File: config.mk
export PLATFORM = sky130hd
export DESIGN_NAME = boot_run_sequencer
export DESIGN_NICKNAME = d
export VERILOG_FILES = /design/src/rtl/boot_run_sequencer.sv
export SDC_FILE = /design/constraint.sdc
export NUM_CORES = 1
export LEC_CHECK = 0
export CAP_MARGIN = 20
export CORE_MARGIN = 3
export CORE_UTILIZATION = 43
export DETAILED_ROUTE_END_ITERATION = 16
export PLACE_DENSITY_LB_ADDON = 0.25
export SLEW_MARGIN = 20
export SYNTH_ARGS = -nofsm -noshare
export SYNTH_HDL_FRONTEND = slang
export SYNTH_SLANG_ARGS = --single-unit
File: constraint.sdc
create_clock -name clk -period 3 [get_ports clk]
set_input_delay 0.6 -clock clk [delete_from_list [all_inputs] [get_ports clk]]
set_output_delay 0.6 -clock clk [all_outputs]
set_load 0.1 [all_outputs]
File: src/rtl/boot_run_sequencer.sv
// boot_run_sequencer: loads a program into instruction memory, holds the core in reset,
// runs it and watches the fetched instruction for a halt opcode or a cycle-budget timeout.
module boot_run_sequencer #(
    parameter int unsigned ADDR_W     = 8,
    parameter logic [31:0] HALT_INSTR = 32'h00000073,
    parameter int unsigned RESET_HOLD = 2,
    parameter int unsigned TIMEOUT    = 1024
) (
    input  logic              clk,
    input  logic              reset,
    input  logic              start,
    input  logic              abort,
    input  logic              ld_valid,
    input  logic [31:0]       ld_data,
    input  logic              ld_last,
    output logic              ld_ready,
    output logic              imem_we,
    output logic [ADDR_W-1:0] imem_addr,
    output logic [31:0]       imem_wdata,
    input  logic [31:0]       core_instr,
    output logic              core_reset,
    output logic              busy,
    output logic              done,
    output logic [1:0]        error,
    output logic [31:0]       run_cycles
);

    localparam int unsigned       HOLD_W    = (RESET_HOLD > 1) ? $clog2(RESET_HOLD) : 1;
    localparam logic [HOLD_W-1:0] HOLD_LAST = HOLD_W'(RESET_HOLD - 1);
    localparam logic [ADDR_W-1:0] ADDR_MAX  = {ADDR_W{1'b1}};
    localparam logic [31:0]       TIMEOUT_W = 32'(TIMEOUT);
    localparam logic [1:0]        ERR_NONE  = 2'b00;
    localparam logic [1:0]        ERR_OVF   = 2'b01;
    localparam logic [1:0]        ERR_TO    = 2'b10;

    typedef enum logic [2:0] {
        S_IDLE,
        S_LOAD,
        S_HOLD,
        S_RUN,
        S_DONE,
        S_ERR
    } state_t;

    state_t            state, state_nxt;
    logic [ADDR_W-1:0] word_cnt, word_cnt_nxt;
    logic [HOLD_W-1:0] hold_cnt, hold_cnt_nxt;
    logic              imem_we_nxt;
    logic [ADDR_W-1:0] imem_addr_nxt;
    logic [31:0]       imem_wdata_nxt;
    logic              core_reset_nxt;
    logic              busy_nxt;
    logic              done_nxt;
    logic [1:0]        error_nxt;
    logic [31:0]       run_cycles_nxt;
    logic [31:0]       run_inc;
    logic              hs;

    // Loader is ready exactly while in LOAD, straight from the state register.
    assign ld_ready = (state == S_LOAD);
    assign hs       = ld_valid & ld_ready;

    // State and registered outputs.
    always_ff @(posedge clk or posedge reset) begin
        if (reset) begin
            state      <= S_IDLE;
            word_cnt   <= '0;
            hold_cnt   <= '0;
            imem_we    <= 1'b0;
            imem_addr  <= '0;
            imem_wdata <= '0;
            core_reset <= 1'b1;
            busy       <= 1'b0;
            done       <= 1'b0;
            error      <= ERR_NONE;
            run_cycles <= '0;
        end else begin
            state      <= state_nxt;
            word_cnt   <= word_cnt_nxt;
            hold_cnt   <= hold_cnt_nxt;
            imem_we    <= imem_we_nxt;
            imem_addr  <= imem_addr_nxt;
            imem_wdata <= imem_wdata_nxt;
            core_reset <= core_reset_nxt;
            busy       <= busy_nxt;
            done       <= done_nxt;
            error      <= error_nxt;
            run_cycles <= run_cycles_nxt;
        end
    end

    // Next state and next values of every registered output; abort overrides everything.
    always_comb begin
        state_nxt      = state;
        word_cnt_nxt   = word_cnt;
        hold_cnt_nxt   = hold_cnt;
        imem_we_nxt    = 1'b0;
        imem_addr_nxt  = imem_addr;
        imem_wdata_nxt = imem_wdata;
        done_nxt       = done;
        error_nxt      = error;
        run_cycles_nxt = run_cycles;
        run_inc        = (run_cycles == 32'hFFFF_FFFF) ? run_cycles : run_cycles + 32'd1;

        if (abort) begin
            state_nxt = S_IDLE;
            done_nxt  = 1'b0;
            error_nxt = ERR_NONE;
        end else begin
            case (state)
                S_IDLE, S_DONE, S_ERR: begin
                    if (start) begin
                        state_nxt    = S_LOAD;
                        done_nxt     = 1'b0;
                        error_nxt    = ERR_NONE;
                        word_cnt_nxt = '0;
                    end
                end
                S_LOAD: begin
                    if (hs) begin
                        imem_we_nxt    = 1'b1;
                        imem_addr_nxt  = word_cnt;
                        imem_wdata_nxt = ld_data;
                        word_cnt_nxt   = word_cnt + ADDR_W'(1);
                        if (ld_last) begin
                            state_nxt    = S_HOLD;
                            hold_cnt_nxt = '0;
                        end else if (word_cnt == ADDR_MAX) begin
                            // Memory full with more program pending: stop rather than wrap.
                            state_nxt = S_ERR;
                            error_nxt = ERR_OVF;
                        end
                    end
                end
                S_HOLD: begin
                    if (hold_cnt == HOLD_LAST) begin
                        state_nxt      = S_RUN;
                        run_cycles_nxt = '0;
                    end else begin
                        hold_cnt_nxt = hold_cnt + HOLD_W'(1);
                    end
                end
                S_RUN: begin
                    run_cycles_nxt = run_inc;
                    if (core_instr == HALT_INSTR) begin
                        state_nxt = S_DONE;
                        done_nxt  = 1'b1;
                    end else if ((TIMEOUT != 0) && (run_inc >= TIMEOUT_W)) begin
                        state_nxt = S_ERR;
                        error_nxt = ERR_TO;
                    end
                end
                default: begin
                    state_nxt = S_IDLE;
                end
            endcase
        end

        core_reset_nxt = (state_nxt != S_RUN);
        busy_nxt       = (state_nxt == S_LOAD) || (state_nxt == S_HOLD) || (state_nxt == S_RUN);
    end

endmodule

==> results list <==
* Slew at the pin closest to its max-slew limit: 0.659 ns
* Detail-routed net length per standard cell: 17.0 µm
- Worst slack at placement: 0.0868 ns
- Traced cell by cell, the critical path runs through ha_4 > nand3_4 > or4_4 > mux2_2 > o211ai_1 > or4_4 > nor4_4 > nor3_1 > o22a_1.
* Critical path arrival: ~3.1 ns
- Routability-driven placement congestion ratio: 0.943
- Die footprint: 12700 µm²
- Placed wire-length estimate: 10.6 mm
* Antenna violations before repair: 0
* Slowest stage cell, crit path: sky130_fd_sc_hd__or4_4
- Element type at the critical path end: flip-flop
- Across the routed clock network, the largest skew measured is 0.00536 ns.
* Global-route wire length before repair: 23.2 mm
- After synthesis, the share of flip-flops with an asynchronous set or reset is 100%.
- The tool flagged a number of max-cap violations equal to 0.
- TritonCTS Buffers: 9
- Residual antenna-violating net count after detailed routing: 0
- The worst-case IR drop observed on VDD is 0.632 mV.
- After detailed routing, the number of vias per cell comes to 5.76.
- In this run the worst path has a maximum fanout of 9.
- Crit path largest cell delay: 0.60 ns
* Commonest cells in the synthesized netlist: sky130_fd_sc_hd__dfrtp_1, sky130_fd_sc_hd__nand2_1, sky130_fd_sc_hd__o21ai_0, sky130_fd_sc_hd__mux2_2, sky130_fd_sc_hd__nor2_1
- Share of post-route cells with drive strength above 1: 32.9%
- Min Tclk post-route: 2.86 ns
- No sink is reached through more buffers than the 2 on the longest clock path.
* Cell types with the largest area share after synthesis: sky130_fd_sc_hd__dfrtp_1, sky130_fd_sc_hd__mux2_2, sky130_fd_sc_hd__o21ai_0
* Highest Clock Rate: 0.350 GHz
* Power density relative to cell area: 633 nW/µm²
* Crit path kind: flip-flop to flip-flop
* Most used cell along the critical path: sky130_fd_sc_hd__or4_4
- Count of placed standard cells including taps: 801
- Synthesis produced 517 cells.
* Final count of hold timing violations: 0
- Post-layout instance count excluding filler cells: approximately 820
* I/O Buffers: 148
- Ports: 149
- Area Overhead vs Synth: 40.3%
- Post-Synthesis Net Count: 589
- Router iterations before antenna repair: 5
- Cell type with the largest total area after synthesis: sky130_fd_sc_hd__dfrtp_1
- TritonCTS clock tree: built
- Final Setup Violations: 0
- Final-report max-slew violation count: 0
- STA puts the critical path data required time at 3.23 ns.
- The flow ran to the end, and the final reports show no timing, DRC or antenna violations.
- The cell area that synthesis handed to floorplanning was roughly 4900 µm².
- Entering global routing, the biggest net connects 54 pins.
* Total inserted antenna cells: 0
* Area taken by flip-flops and latches: 2290 µm²
- Sequential fraction of the synthesis area: 45.9%
- Setup TNS Final: 0 ns
- Starting DRT DRC Count: 341
- Number of sinks driven by the clock tree: 90
* Vertical extent of the die: ~110 µm
- Post-layout worst setup margin: 0.140 ns
* Total congestion overflow: 0
- Detailed-route DRC error count: 0
- Measured against its own limit, the worst slew margin works out to 55.8%.
* Level count of the clock H-tree: 3
* Die Width: roughly 110 µm
- Row generation in the floorplan step produced 38 rows.
* Count of flip-flops with a built-in enable after synthesis: 0
* Synth warn: 0
- Synthesis inferred 90 register bits.
- Cell with the most instances after synthesis: sky130_fd_sc_hd__dfrtp_1
- The multi-input combinational cells in the finished layout cover a total of 2560 µm².
- After floorplanning, the core was sized to cover 11000 µm².
- The clock reaches the later pin of the worst-skew pair after 0.34 ns.
- For this run, the leading register cell type out of synthesis is sky130_fd_sc_hd__dfrtp_1.
- Gate family responsible for the most delay along the worst path: simple AND/OR/NAND/NOR gates
- All-Layer GR Usage: 22.3%
- Number of global-route vias before repair: 4629
* Initial cell density of the core: 44.7%
* Fill cells: 968
* Total via count after detailed routing: 4702
- The tree is rooted in a sky130_fd_sc_hd__clkbuf_16.
- Register clock-pin slew on the reported worst setup and hold paths: roughly 0.060 ns
- Routed wire length: roughly 14 mm
- Counting distinct cell types in the post-synthesis netlist gives 60.
- Counting both buffers and inverters, the worst setup path holds a total of 0.
- Count of nets after finishing: approximately 740
- Share of the synthesized area in the top cell type: 45.4%
* Fraction of the cycle the final worst path needs: 95.3%
* Cell leakage power: 0.00283 µW
* Startpoint type of the worst setup path: flip-flop
* Post-Syn Area per Cell: around 9.5 µm²
- HP Class: flip-flop to flip-flop
## cell type report
class	instances	share of cell area, %
multi-input cells	384	37.2
flip-flops and latches	90	33.3
repair buffers	179	22.4
clock buffers	10	3.33
well taps	140	2.54
clock inverters	6	0.745
inverters	8	0.491
## power breakdown
group	leakage, µW	total [µW]	internal, µW	switching [µW]
clock network	0.000127	1060	572	485
logic	0.00158	1820	453	1370
registers	0.00112	1480	1380	98.7
## cell usage in the layout, fill, tap and decap left out, drive strengths merged, types with 5 or more instances in the layout
master         netlist  layout
o21ai               59      59
and4                 6       6
dfrtp               89      89
mux2                44      44
o211ai               5       5
nand3               17      17
and3                 9       9
and2                 5       5
nand4               23      23
a2111oi              5       5
nand2               65      65
a21oi               15      15
clkdlybuf4s50        0      69
a31oi                9       9
buf                  9     110
xnor2                9       9
nor4                14      14
clkbuf              26      10
nor2                29      29
nor3                10      10
inv                  8       9
o31ai                9       9
or3                  5       5
## flip-flops by register name, indices dropped and copies added (netlist names)
register and cells:
busy 1, core_reset 1, done 1, error 2
hold_cnt 1, imem_addr 8, imem_wdata 32, imem_we 1
run_cycles 32, state 3, word_cnt 8
## kinds of logic after synthesis
| kind of cell | after synthesis | synth area share (%) |
|---|---|---|
| AND/OR/NAND/NOR | 200 | 21.7 |
| AO/OA/AOI/OAI | 126 | 16.0 |
| flip-flops | 90 | 45.9 |
| multiplexers | 46 | 10.5 |
| buffers and inverters | 43 | 3.54 |
| XOR/XNOR | 10 | 1.79 |
| adder cells (fa/ha/maj) | 2 | 0.510 |
## per-layer routing
| layer | track usage, % | wire, µm | vias up |
|---|---|---|---|
| li1 | - | - | 2231 |
| met1 | 30.0 | 5920 | 2244 |
| met2 | 36.3 | 6640 | 213 |
| met3 | 5.88 | 1210 | 14 |
| met4 | 5.37 | 155 | 0 |
| met5 | 0 | 0 | - |
## through the flow
stage                     hold slack, ns  total power [µW]  util, %  cell area (µm²)
after floorplan                    0.467              2860        -             5040
after global placement             0.492              3290     59.9             6580
after detailed placement           0.497              3320     59.9             6580
after CTS                          0.512              4390     62.4             6860
after global routing               0.526              4530     62.7             6880
final                              0.507              4350     62.7             6880
## final timing paths
kind / from / end / slack, ns / cells after the start
min in group asynchronous: reset / run_cycles[15] / 0.65 / 2
max in group asynchronous: reset / imem_wdata[19] / 1.49 / 4
worst min register to register: imem_wdata[27] / imem_wdata[27] / 0.51 / 1
worst max-delay path: run_cycles[0] / error[1] / 0.14 / 9
worst max register to register: run_cycles[0] / error[1] / 0.14 / 9
worst min-delay path: imem_wdata[27] / imem_wdata[27] / 0.51 / 1
## repair_timing
item / CTS / global route
resized for setup: 0 / 6
setup endpoints to repair: 0 / 6
buffers inserted: 0 / 0
hold buffers: 0 / 0
Power figures use the tool's default switching activity.
